`src/rtl/piso_shift_register.sv`:
```
// rtl/piso_shift_register.sv - 32-bit parallel-in serial-out shifter with valid/ready handshakes
// Define PISO_PARITY_EN to append an even-parity beat after the 32 data bits.
module piso_shift_register (
   input  logic        clk,
   input  logic        reset,
   input  logic [31:0] d,
   input  logic        load_valid,
   output logic        load_ready,
   input  logic        sout_ready,
   output logic        sout,
   output logic        sout_n,
   output logic        sout_valid,
   output logic        done
);

   typedef enum logic [1:0] {
      IDLE   = 2'd0,
      SHIFT  = 2'd1
`ifdef PISO_PARITY_EN
      ,
      PARITY = 2'd2
`endif
   } state_t;

   state_t      state;
   logic [31:0] sreg;
   logic [5:0]  cnt;
   logic        sout_q;
   logic        done_q;
   logic        load_ready_q;
   logic        sout_valid_q;
`ifdef PISO_PARITY_EN
   logic        parity_q;
`endif

   always_ff @(posedge clk) begin
      if (!reset) begin
         state        <= IDLE;
         sreg         <= 32'd0;
         cnt          <= 6'd0;
         sout_q       <= 1'b0;
         done_q       <= 1'b0;
         load_ready_q <= 1'b1;
         sout_valid_q <= 1'b0;
`ifdef PISO_PARITY_EN
         parity_q     <= 1'b0;
`endif
      end else begin
         done_q <= 1'b0;
         case (state)
            IDLE: begin
               if (load_valid) begin
                  sreg         <= d;
                  cnt          <= 6'd0;
                  sout_q       <= d[0];
                  state        <= SHIFT;
                  load_ready_q <= 1'b0;
                  sout_valid_q <= 1'b1;
`ifdef PISO_PARITY_EN
                  parity_q     <= 1'b0;
`endif
               end
            end
            SHIFT: begin
               if (sout_ready) begin
                  sreg <= {1'b0, sreg[31:1]};
                  cnt  <= cnt + 6'd1;
`ifdef PISO_PARITY_EN
                  // Parity accumulates each bit as it leaves the register.
                  parity_q <= parity_q ^ sreg[0];
                  if (cnt == 6'd31) begin
                     state  <= PARITY;
                     sout_q <= parity_q ^ sreg[0];
                  end else begin
                     sout_q <= sreg[1];
                  end
`else
                  if (cnt == 6'd31) begin
                     state        <= IDLE;
                     done_q       <= 1'b1;
                     load_ready_q <= 1'b1;
                     sout_valid_q <= 1'b0;
                     sout_q       <= sreg[0];
                  end else begin
                     sout_q <= sreg[1];
                  end
`endif
               end
            end
`ifdef PISO_PARITY_EN
            PARITY: begin
               if (sout_ready) begin
                  state        <= IDLE;
                  done_q       <= 1'b1;
                  load_ready_q <= 1'b1;
                  sout_valid_q <= 1'b0;
               end
            end
`endif
            default: begin
               state        <= IDLE;
               load_ready_q <= 1'b1;
               sout_valid_q <= 1'b0;
            end
         endcase
      end
   end

   assign load_ready = load_ready_q;
   assign sout_valid = sout_valid_q;
   assign sout       = sout_q;
   assign sout_n     = ~sout_q;
   assign done       = done_q;

endmodule

```
`config.mk`:
```
export PLATFORM = sky130hd
export DESIGN_NAME = piso_shift_register
export DESIGN_NICKNAME = d
export VERILOG_FILES = /design/src/rtl/piso_shift_register.sv
export SDC_FILE = /design/constraint.sdc
export NUM_CORES = 1
export LEC_CHECK = 0
export ABC_CLOCK_PERIOD_IN_PS = 1860
export BUFFER_PORTS_ARGS = -buffer_cell sky130_fd_sc_hd__buf_2
export CORE_MARGIN = 2
export CORE_UTILIZATION = 53
export CTS_CLUSTER_SIZE = 14
export DETAILED_ROUTE_END_ITERATION = 12
export GPL_TIMING_DRIVEN = 0
export PLACE_DENSITY_LB_ADDON = 0.3
export SLEW_MARGIN = 5
export SYNTH_ARGS = -nofsm -noshare
export SYNTH_HDL_FRONTEND = slang
export SYNTH_SLANG_ARGS = --single-unit
```
`constraint.sdc`:
```
create_clock -name clk -period 1.86 [get_ports clk]
set_input_delay 0.186 -clock clk [delete_from_list [all_inputs] [get_ports clk]]
set_output_delay 0.186 -clock clk [all_outputs]
set_load 0.1 [all_outputs]
```
=== After elaboration in Yosys (flattened, before gate mapping) ===
Index checks and enable logic that the tools add are counted.

* Add/sub/neg operators: 1
* Equal/unequal tests: 5
* Muxes and demuxes: 23
* Bitwise operators: 1
* Reductions and logical operators: 5

{| class="wikitable"
|+ Operators by type and width
! kind !! number
|-
| $mux 32 || 2
|-
| $pmux 32 s2 || 1
|-
| $mux 6 || 2
|-
| $pmux 6 s2 || 1
|-
| $mux 1 || 10
|-
| $reduce_and 3->1 || 3
|-
| $add 6x1->6 const B || 1
|-
| $eq 6x5->1 const B || 1
|-
| $mux 2 || 3
|-
| $ne 2x2->1 const B || 3
|-
| $pmux 1 s2 || 3
|-
| $pmux 2 s2 || 1
|-
| $eq 2x1->1 const B || 1
|-
| $logic_not 2->1 || 1
|-
| $reduce_bool 2->1 || 1
|-
| $not 1->1 || 1
|}

* Bits in registers: 44
* Input port bits: 36
* Output and inout bits: 5
* Word-level logic and storage cells: 42

=== Longest topological paths before layout ===
Gate-level depths: netlist (run 1).

* Depth in word-level cells: 4
* Mapped depth: 6
* Mapped depth without buffers: 4

=== Worst setup path after synthesis (run 1) ===
OpenSTA, ideal clock, no wires.

* Path kind: reg2reg
* Start point: register sout_valid (netlist name)
* End point: register sout_q, in the netlist sout
* Setup time: 130 ps
* Data arrival time: 2022 ps
* Data required time: 1730 ps
* Setup slack: -293 ps
* Stages on the path, launching flop included: 7
* Buffers on the path: 3
* Period minus slack after synthesis: 2153 ps
* Cells stage by stage: dfxtp_1 buf_4 mux2_2 buf_4 buf_2 o21ai_0 a31oi_1

{| class="wikitable"
|+ RTL lines
! element !! RTL line !! text
|-
| to (signal assigned) || 55 || <nowiki>sout_q <= d[0];</nowiki>
|-
| to (signal assigned) || 83 || <nowiki>sout_q <= sreg[0];</nowiki>
|-
| to (signal assigned) || 85 || <nowiki>sout_q <= sreg[1];</nowiki>
|-
| to (decl) || 28 || <nowiki>logic sout_q;</nowiki>
|}

==> run summary, run 1 <==
The tools report the count of instances resized after the clock tree is built as 0. Counting every instance in the synthesized netlist gives 198. The worst setup path is of the register to register kind. In this run the critical register-to-register path is launched from sout_valid.

Max-cap violations in this run came to 0. The wire length per cell works out to 13.1 um. The commonest cells after synthesis are sky130_fd_sc_hd__dfxtp_1, sky130_fd_sc_hd__nor2_1, sky130_fd_sc_hd__mux2i_1, sky130_fd_sc_hd__a211oi_1, sky130_fd_sc_hd__nand2_1. The relative area change from synthesis to final layout is 18.2%. The class of the tightest hold or removal check is input port to register. Summed over all layers, the routed wires come to 3820 um.

41 I/O pins were placed. The startpoint identified for the worst hold timing path is reset. Number of pins with negative max-slew slack in the final report: 0. In the final timing run, aggregate negative setup slack is 0 ps.

The total count of hold-check failures in the final report was 0. The routed via count divided by cell count works out to 5.45. Of the available clock period, the critical path in the final layout requires 82.0%. For the worst slew margin relative to its limit, the log shows 67.8%. TritonCTS built the clock tree. Sequential cells were found to cover 44.9% of the synthesized design area. Global routing consumed, on the met2 layer, 34.7% of the routing resources. The cell taking the most area after synthesis was sky130_fd_sc_hd__dfxtp_1. The placer's final routability congestion estimate came out at 0.827. The worst setup path is captured at a register. The residual DRC count is 0, and the deepest level of the CTS H-tree is 2.

The required time reported for the critical path endpoint was 2110 ps; the vertical extent of the die was 63.5 um. The biggest fanout along the worst timing path is 10, and the iteration count of the initial detailed-routing pass is 4. Worst reg-to-reg path cell count: 6. The run gives 655 MHz as the top achievable clock speed. Via count of the first global-routing pass: 1555. The initial standard-cell utilization of the core is 55.7%, and the combined area of all synthesized cells is 1870 um^2. The number of nets handed over by synthesis was 235. Post-CTS timing repair inserted 0 buffers for setup. The synthesized design devotes to its leading area cell type 44.9% of total area. Global routing consumed, on the met1 layer, 26.4% of the routing resources.

The cell area reported after detailed placement came out at 2130 um^2. The register-to-register setup slack is 330 ps, and the number of synthesized flops with an enable pin is 0. The total via count in the routed design is 1592, and the total CTS buffers is 5.

In this run the static leakage power is 0.000934 uW. The initial antenna violation count came out at 0. The CTS clock-pin slew for the worst setup and hold paths was 130 ps; the remaining global-route overflow was 0. The tools report the hold path endpoint as load_ready. Later-pin clock latency in the skew report: 370 ps. The post-synthesis average cell area was 9.47 um^2; the maximum buffer depth of the clock tree was 2. The core region is 3360 um^2. Entering global routing, the biggest net connects 15 pins.

The detailed-placement wirelength estimate is 2770 um. In this run the critical register-to-register path is captured at sout. Summing all non-filler instances in the final layout gives an area of 2210 um^2. The number of antenna diodes in the final layout is 0. Among all flip-flop cells after synthesis, the most frequent one is sky130_fd_sc_hd__dfxtp_1. The fraction of synthesis flops using an asynchronous set or reset pin works out to 0%. The die covers 4030 um^2. The first global-routing pass estimated 6760 um of wire. On the final layout, the worst clock skew is 11.9 ps. The end-of-flow core utilization was 65.8%; the share of final-layout standard cells stronger than drive strength 1 was 26.0%.

Ranked by total cell area, the synthesized netlist is headed by sky130_fd_sc_hd__dfxtp_1, sky130_fd_sc_hd__mux2i_1, sky130_fd_sc_hd__a211oi_1. Layer with the highest usage: met2. For this design the ratio of total power to cell area is 888 nW/um^2.

The slew of the pin with the lowest slew margin is 483 ps, and the count of endpoints failing setup in the final report is 0. The count of buffers added on input and output ports is 40. The flow ran to the end, and the final reports show no timing, DRC or antenna violations. The detail route stage leaves a number of antenna-violating nets equal to 0. The count of distinct cell types in the synthesized netlist is 30, and the total of hold buffers inserted after clock tree synthesis is 0. The worst supply voltage drop on vdd came out at 0.829 mV. The first routing iteration left 97 violations.

The cell depth of the worst hold path works out to 2. Global routing used 6.96% of the available met3 tracks. For the overall track demand over capacity in global routing, the log shows 21.1%. The number of nets in the layout is 282.

The tree is rooted in a sky130_fd_sc_hd__clkbuf_4. The arrival time reported for the critical path endpoint is 1780 ps. The final period demand of the worst path is 1530 ps. Setup repair after global routing left no endpoint under its margin. The Yosys step of the flow raised 0 warnings. The most repeated cell in the gate-level netlist after synthesis was sky130_fd_sc_hd__dfxtp_1.

The initialized floorplan defines 21 standard-cell rows. The number of register bits inferred by synthesis works out to 42. The tree built by TritonCTS fans out to 42 sinks.

Width of the chip: 63.5 um. STA classifies the critical path startpoint as a register.
-- kinds of logic (layout without fill, tap and decap cells) --
family,count (synthesis),count (layout),share of synthesized area [%]
muxes,33,33,18.0
AOI/OAI and AO/OA,48,48,17.8
adders and majority gates,1,1,0.667
and+or+nand+nor,55,55,12.9
xor gates and xnor gates,1,1,0.467
DFF,42,42,44.9
buffers and inverters,18,66,5.27
-- flip-flops by register name, summed over array words and instances (netlist names) --
signal      flops
sout_valid      1
load_ready      1
sreg           32
sout            1
cnt             6
done            1
-- layout by cell type (no fill, tap or decap), drive strengths merged, types with 2 or more instances in the layout --
cell    netlist  final
buf          11     51
dfxtp        42     42
nor2         34     34
mux2i        31     31
a211oi       29     29
clkbuf        4      9
nand2         8      8
a21oi         7      7
o21ai         5      5
or3           4      4
inv           2      3
mux2          2      2
nand2b        2      2
o31ai         2      2
or4           2      2
nand3         2      2
nor3b         2      2
clkinv        1      2
-- report_power, final --
group | total, uW | leakage (uW) | switching [uW] | internal (uW)
registers | 1010 | 0.000347 | 37.7 | 972
logic | 360 | 0.000541 | 214 | 146
clock network | 597 | 0.0000456 | 311 | 285
-- worst max-delay path: stages (launching register included) --
cell and delay, ps:
sky130_fd_sc_hd__dfxtp_2 360, sky130_fd_sc_hd__buf_4 150, sky130_fd_sc_hd__mux2_2 330, sky130_fd_sc_hd__buf_4 160
sky130_fd_sc_hd__buf_2 180, sky130_fd_sc_hd__o21ai_0 180, sky130_fd_sc_hd__a31oi_1 60
-- layer usage --
metal,up-vias,share of wire [%]
li1,806,-
met1,744,49
met2,37,45
met3,5,4.7
met4,0,1.1
met5,-,0
-- stage by stage --
stage | worst slack [ps] | hold slack, ps | instances | total power (uW)
after floorplan | 42.3 | 258 | 198 | 1290
after global placement | 382 | 423 | 284 | 1380
after detailed placement | 356 | 421 | 284 | 1390
after CTS | 338 | 38.2 | 292 | 1970
after global routing | 241 | 34.1 | 292 | 2060
final | 334 | 40.0 | 292 | 1970
-- final cells by class --
cell class	instances	area, um^2
Inverter	3	11.3
Fill cell	310	1150
Tap cell	46	57.6
Multi-Input combinational cell	138	935
Sequential cell	42	842
Clock buffer	5	37.5
Buffer	15	87.6
Timing Repair Buffer	40	200
Clock inverter	3	43.8
-- how the worst max path moves through the flow --
stage               startpoint  slack (ps)  depth (start not counted)  endpoint
global placement    sout_valid         380                          6      sout
detailed placement  sout_valid         360                          6      sout
CTS                 sout_valid         340                          6      sout
global route        sout_valid         240                          6      sout
finish              sout_valid         330                          6      sout
floorplan           sout_valid          40                          6      sout
Power figures use the tool's default switching activity.
==> run 2, diff against run 1 <==
ABC_CLOCK_PERIOD_IN_PS = 1400   (was 1860)
CORE_UTILIZATION = 48   (was 53)
clock period = 1.4 ns   (was 1.86 ns; I/O delays follow)
==> run 2 against run 1 <==
Net effect:
- fmax up 16%
- via count decreased by 3.2%
- clock skew fell by 2.8 ps
- die area increased by 9.8%
- design area is 5.5% higher
- count of clock-buffer cells in the layout rose by 3
- clock power increased by 47%
- flip-flop and latch count did not move
- critical endpoint is now sreg[28]
- largest power group unchanged
==> run summary, run 2 (synthesis gave the netlist of run 1 again) <==
The max-cap check violation count was 0 (unchanged); the count of input and output buffers was 40 (unchanged). The run finished with clean final reports. The most used cell along the critical path is sky130_fd_sc_hd__buf_6 (was sky130_fd_sc_hd__buf_4). Number of antenna repair diodes: 0 (unchanged). The total of hold buffers inserted after clock tree synthesis is 0 (unchanged), and the via count of the first global-routing pass is 1494 (was 1555). The run gives 3930 um (was 3820 um) as the total wire length after detailed routing.

Highest-count cells in the layout ignoring fill and taps: sky130_fd_sc_hd__buf_2, sky130_fd_sc_hd__dfxtp_1, sky130_fd_sc_hd__nor2_1 (unchanged). The wire length per cell works out to 13.4 um (was 13.1 um). The final worst clock skew came out at 9.07 ps (was 11.9 ps). The number of nets in the layout came out at 281 (was 282). The smallest hold slack is 80.2 ps (was 40.0 ps). The count of endpoints failing setup in the final report was 0 (unchanged). The tools report the worst supply voltage drop on vdd as 0.607 mV (was 0.829 mV). The slew of the pin with the lowest slew margin works out to 482 ps (was 483 ps). The CTS clock-pin slew for the worst setup and hold paths came out at 80 ps (was 130 ps). The ratio of final minimum period to clock period was 94.3% (was 82.0%). The tools report the element type at the critical path end as a register (unchanged). The initial standard-cell utilization of the core is 50.4% (was 55.7%), and the starting DRC count in detailed routing is 109 (was 97). The largest net degree at the start of global routing came out at 13 (was 15).

Startpoint type of the worst setup path: a register (unchanged). TritonCTS built the clock tree. Class of the tightest hold or removal check: input port to register (unchanged). The most common cell after layout, fill and taps aside is sky130_fd_sc_hd__buf_2 (unchanged). The largest incremental delay on the critical path came out at 410 ps (was 360 ps). The remaining global-route overflow is 0 (unchanged).

Total count of hold-check failures in the final report: 0 (unchanged). The first-pass GRT wire length came out at 6780 um (was 6760 um). Cell Chain, Critical Path: mux2_4, buf_6, buf_6, a211oi_1 (was buf_4, mux2_2, buf_4, buf_2, o21ai_0, a31oi_1). Later-pin clock latency in the skew report: 300 ps (was 370 ps). The maximum buffer depth of the clock tree was 2 (unchanged).

The class of the most critical setup path was register to register (unchanged). The detailed-placement wirelength estimate was 2720 um (was 2770 um); the share of final-layout standard cells stronger than drive strength 1 was 29.4% (was 26.0%). Register ranked first by flip-flop count: sreg (unchanged). The clock root buffer was sky130_fd_sc_hd__clkbuf_8 (was sky130_fd_sc_hd__clkbuf_4). The run gives 340 (was 310) as the number of inserted filler cells in the final layout.

The total via count in the routed design was 1541 (was 1592); the biggest fanout along the worst timing path was 10 (unchanged). The routed via count divided by cell count came out at 5.26 (was 5.45). The flip-flop count of the largest register, all copies and words added was 32 (unchanged). Iteration count of the initial detailed-routing pass: 4 (unchanged). The initial antenna violation count is 0 (unchanged).

The final sum of negative setup slack is 0 ps (unchanged), and the deepest level of the CTS H-tree is 2 (unchanged). The logs give 5 (unchanged) for the total CTS buffers and 3720 um^2 (was 3360 um^2) for the placeable core region. The final period demand of the worst path came out at 1320 ps (was 1530 ps). The relative area change from synthesis to final layout came out at 24.7% (was 18.2%). Area of the die: 4420 um^2 (was 4030 um^2). The overall track demand over capacity in global routing was 20.2% (was 21.1%); the I/O pin count was 41 (unchanged).

The top achievable clock speed is 758 MHz (was 655 MHz), and the worst slew margin relative to its limit is 67.9% (was 67.8%). The run gives 1530 ps (was 1780 ps) as the arrival time reported for the critical path endpoint. The standby leakage power came out at 0.000960 uW (was 0.000934 uW). The remaining antenna violation count is 0 (unchanged). The total power consumption of the routed design was 2740 uW (was 1970 uW). Largest registers in the final layout: sreg x32, cnt x6 (unchanged). For the placer's final routability congestion estimate, the log shows 0.816 (was 0.827).

The number of rows in the core area was 22 (was 21). For the residual DRC count, the log shows 0 (unchanged). The run gives 42 (unchanged) as the clock sink count. Slowest library cell on the worst path: sky130_fd_sc_hd__dfxtp_4 (was sky130_fd_sc_hd__dfxtp_2). The required time reported for the critical path endpoint was 1610 ps (was 2110 ps); the width of the chip was 66.5 um (was 63.5 um). The power per unit of standard cell area was 1170 nW/um^2 (was 888 nW/um^2); the number of pins with negative max-slew slack in the final report was 0 (unchanged).

The vertical extent of the die came out at 66.5 um (was 63.5 um).
==> run 2: cell count changes in the layout (fill, tap and decap cells not counted), moves of 4 or more <==
cell / change
sky130_fd_sc_hd__a211oi_2: +4
sky130_fd_sc_hd__buf_2: -5
sky130_fd_sc_hd__clkbuf_8: +6
sky130_fd_sc_hd__buf_6: +6
sky130_fd_sc_hd__clkbuf_4: -6
sky130_fd_sc_hd__a211oi_1: -4
==> run 2: final timing paths <==
check             slack, ps    endpoint        from  depth (start not counted)
hold / removal           80  load_ready       reset                          2
setup / recovery         80    sreg[28]  sout_valid                          4
hold reg to reg         480  load_ready  load_ready                          2
setup reg to reg         80    sreg[28]  sout_valid                          4
==> run 2: final cells by class <==
class	count	area (um^2)	share of cell area [%]
Multi-Input combinational cell	138	990	42.3
Sequential cell	42	850	36.3
Timing Repair Buffer	40	200	8.57
Buffer	14	121	5.19
Clock buffer	8	101	4.34
Tap cell	48	60.1	2.57
Inverter	3	15.0	0.642
==> run 2: stage by stage <==
stage | area [um^2] | setup WS (ps) | cells | utilization (%)
final | 2340 | 80.4 | 293 | 62.9
after floorplan | 1960 | -118 | 198 | -
after detailed placement | 2220 | 7.34 | 286 | 59.7
after CTS | 2330 | 3.21 | 294 | 62.6
after global routing | 2340 | -1.59 | 293 | 62.9
after global placement | 2220 | 45.4 | 286 | 59.7
==> run 2: layer usage <==
layer / up-vias / global-route usage [%] / part of all wire, %
li1: 806 / - / -
met1: 692 / 27.0 / 51
met2: 35 / 30.4 / 43
met3: 8 / 5.24 / 4.0
met4: 0 / 9.18 / 1.9
met5: - / 0 / 0
==> run 2: worst max-delay path: cells and delay by family, from the launching register on <==
kind | cells | cell delay [ps]
DFF | 1 | 410
AOI/OAI and AO/OA | 1 | 220
muxes | 1 | 310
buffers and inverters | 2 | 280
==> run 2: what timing repair did <==
item,CTS,global route
setup endpoints to repair,1,14
resized for setup,1,5
pin swaps,0,3
buffers inserted,0,0
==> run 2: report_power, final <==
group	internal, uW	switching (uW)
clock	462	413
sequential	1290	60.4
combinational	223	294
==> run 3, diff against run 2 <==
ABC_CLOCK_PERIOD_IN_PS = 1600   (was 1400)
CORE_UTILIZATION = 57   (was 48)
clock period = 1.6 ns   (was 1.4 ns; I/O delays follow)
==> run 3 against run 2 <==
Net effect:
- design area decreased by 5.8%
- worst setup slack improved by 27 ps
- critical endpoint is now sreg[17]
- count of clock-buffer cells in the layout decreased by 1
- highest routed layer unchanged
==> run summary, run 3 (synthesis gave the netlist of run 1 again) <==
The flow ran to the end, and the final reports show no timing, DRC or antenna violations. The number of buffer and inverter instances along the worst setup path was 3 (was 2). The vertical extent of the die was 61.3 um (was 66.5 um). The sequential group share of total power came out at 54.9% (was 49.3%). The total count of hold-check failures in the final report was 0 (unchanged); the smallest hold slack was 36.3 ps (was 80.2 ps).

Highest-count cells in the layout ignoring fill and taps: sky130_fd_sc_hd__buf_2, sky130_fd_sc_hd__dfxtp_1, sky130_fd_sc_hd__nor2_1 (unchanged). Required time reported for the critical path endpoint: 1860 ps (was 1610 ps). The class of the most critical setup path was register to register (unchanged).

The max-cap check violation count was 0 (unchanged). The post-placement worst setup slack came out at 147 ps (was 7.34 ps). The largest incremental delay on the critical path is 370 ps (was 410 ps). The tools report the startpoint type of the worst setup path as a register (unchanged). The share of final-layout standard cells stronger than drive strength 1 is 26.4% (was 29.4%).

The run gives 19.6% (was 18.8%) as the combinational cell fraction of total power. The logs give 3800 um (was 3930 um) for the total wire length after detailed routing and 0 (unchanged) for the remaining antenna violation count. The initial antenna violation count is 0 (unchanged).

For the worst supply voltage drop on vdd, the log shows 0.632 mV (was 0.607 mV). The count of instances resized after the clock tree is built was 0 (was 1); the placeable core region was 3100 um^2 (was 3720 um^2). The tools report the clock root buffer as sky130_fd_sc_hd__clkbuf_4 (was sky130_fd_sc_hd__clkbuf_8).

The number of pins with negative max-slew slack in the final report is 0 (unchanged), and the standby leakage power is 0.000923 uW (was 0.000960 uW). TritonCTS built the clock tree. The placer's final routability congestion estimate is 0.815 (was 0.816). The logs give 20 (was 22) for the number of rows in the core area and 1750 ps (was 1530 ps) for the arrival time reported for the critical path endpoint.

The ratio of final minimum period to clock period is 93.3% (was 94.3%), and the maximum buffer depth of the clock tree is 2 (unchanged). Detailed-placement wirelength estimate: 2800 um (was 2720 um). Critical path's top delay family: buffers and inverters (was flip-flops). The logs give 13 (unchanged) for the largest net degree at the start of global routing and 282 (was 281) for the number of nets in the layout. For the number of setup buffers added after CTS, the log shows 0 (unchanged). The run gives 1510 uW (was 1980 uW) as the internal power summed over all cells. The most common cell after layout, fill and taps aside is sky130_fd_sc_hd__buf_2 (unchanged).

For the I/O pin count, the log shows 41 (unchanged). For the total of hold buffers inserted after clock tree synthesis, the log shows 0 (unchanged). Biggest fanout along the worst timing path: 10 (unchanged).

The wire length per cell is 13.1 um (was 13.4 um). For the register-to-register setup slack, the log shows 110 ps (was 80 ps). The switching share of power is 29.1% (was 28.0%), and the residual DRC count is 0 (unchanged). The final period demand of the worst path works out to 1490 ps (was 1320 ps). The element type at the critical path end was a register (unchanged). The clock sink count was 42 (unchanged). The count of input and output buffers was 40 (unchanged); the starting DRC count in detailed routing was 60 (was 109). The flip-flop count of the largest register, all copies and words added is 32 (unchanged), and the count of endpoints failing setup in the final report is 0 (unchanged). The logs give 0 (unchanged) for the remaining global-route overflow and 3760 um^2 (was 4420 um^2) for the area of the die. The later-pin clock latency in the skew report was 360 ps (was 300 ps); the first-pass GRT wire length was 6510 um (was 6780 um). The total via count in the routed design was 1574 (was 1541); the width of the chip was 61.3 um (was 66.5 um). The iteration count of the initial detailed-routing pass is 5 (was 4).

The run gives 0 (unchanged) as the number of antenna repair diodes. For the final worst clock skew, the log shows 13.4 ps (was 9.07 ps). For the final cell count without fillers, the log shows 290 (was 293). Class of the tightest hold or removal check: input port to register (unchanged). The slowest library cell on the worst path is sky130_fd_sc_hd__dfxtp_4 (unchanged).

Setup repair after global routing left no endpoint under its margin. The proportion of power drawn by the clock network was 25.5% (was 31.9%); the top achievable clock speed was 670 MHz (was 758 MHz). Power per unit of standard cell area: 970 nW/um^2 (was 1170 nW/um^2). The final sum of negative setup slack is 0 ps (unchanged).

The total CTS buffers was 5 (unchanged); the post-route worst setup slack was 108 ps (was 80.4 ps). The routed via count divided by cell count works out to 5.43 (was 5.26). The total instance count after detailed placement is 282 (was 286).

Total power consumption of the routed design: 2140 uW (was 2740 uW). Register ranked first by flip-flop count: sreg (unchanged). The run gives 67.9% (about the same) as the worst slew margin relative to its limit. Cell Chain, Critical Path: buf_6, mux2_2, buf_4, buf_2, a211oi_1 (was mux2_4, buf_6, buf_6, a211oi_1). The deepest level of the CTS H-tree was 2 (unchanged). The overall track demand over capacity in global routing came out at 23.3% (was 20.2%).

The relative area change from synthesis to final layout works out to 17.5% (was 24.7%). The initial standard-cell utilization of the core is 60.4% (was 50.4%), and the slew of the pin with the lowest slew margin is 485 ps (was 482 ps). The tools report the via count of the first global-routing pass as 1536 (was 1494). For the net switching component of the power, the log shows 622 uW (was 767 uW).

The CTS clock-pin slew for the worst setup and hold paths was 120 ps (was 80 ps). Largest registers in the final layout: sreg x32, cnt x6 (unchanged).
[run 3: final cells by class]
type | count | area, um^2
Multi-Input combinational cell | 138 | 935
Fill cell | 276 | 901
Sequential cell | 42 | 846
Timing Repair Buffer | 40 | 200
Buffer | 15 | 91.3
Clock buffer | 7 | 55.1
Tap cell | 44 | 55.1
Inverter | 3 | 15.0
Clock inverter | 1 | 5.00
[run 3: metal layers]
layer	global-route usage (%)	vias up	share of wire [%]
met5	0	-	0
met4	10.6	0	1.6
met3	5.25	7	4.6
met2	37.2	36	47
met1	30.2	724	47
li1	-	807	-
[run 3: power groups by stage]
stage               clock network [uW]  registers [uW]  logic, uW
finish                             544            1170        419
global route                       601            1180        467
CTS                                557            1170        421
detailed placement                   0            1200        420
global placement                     0            1190        410
floorplan                            0            1230        270
[run 3: per-stage QoR]
| stage | cell area [um^2] | util [%] |
|---|---|---|
| after floorplan | 1890 | - |
| after global placement | 2140 | 69.0 |
| after detailed placement | 2140 | 69.0 |
| after CTS | 2200 | 71.0 |
| after global routing | 2200 | 71.0 |
| final | 2200 | 71.0 |
[run 3: path summary, 6_finish.rpt]
path	depth (start not counted)	startpoint	end
setup / recovery	5	sout_valid	sreg[17]
hold / removal	2	reset	load_ready
hold reg to reg	2	cnt[5]	cnt[5]
setup reg to reg	5	sout_valid	sreg[17]
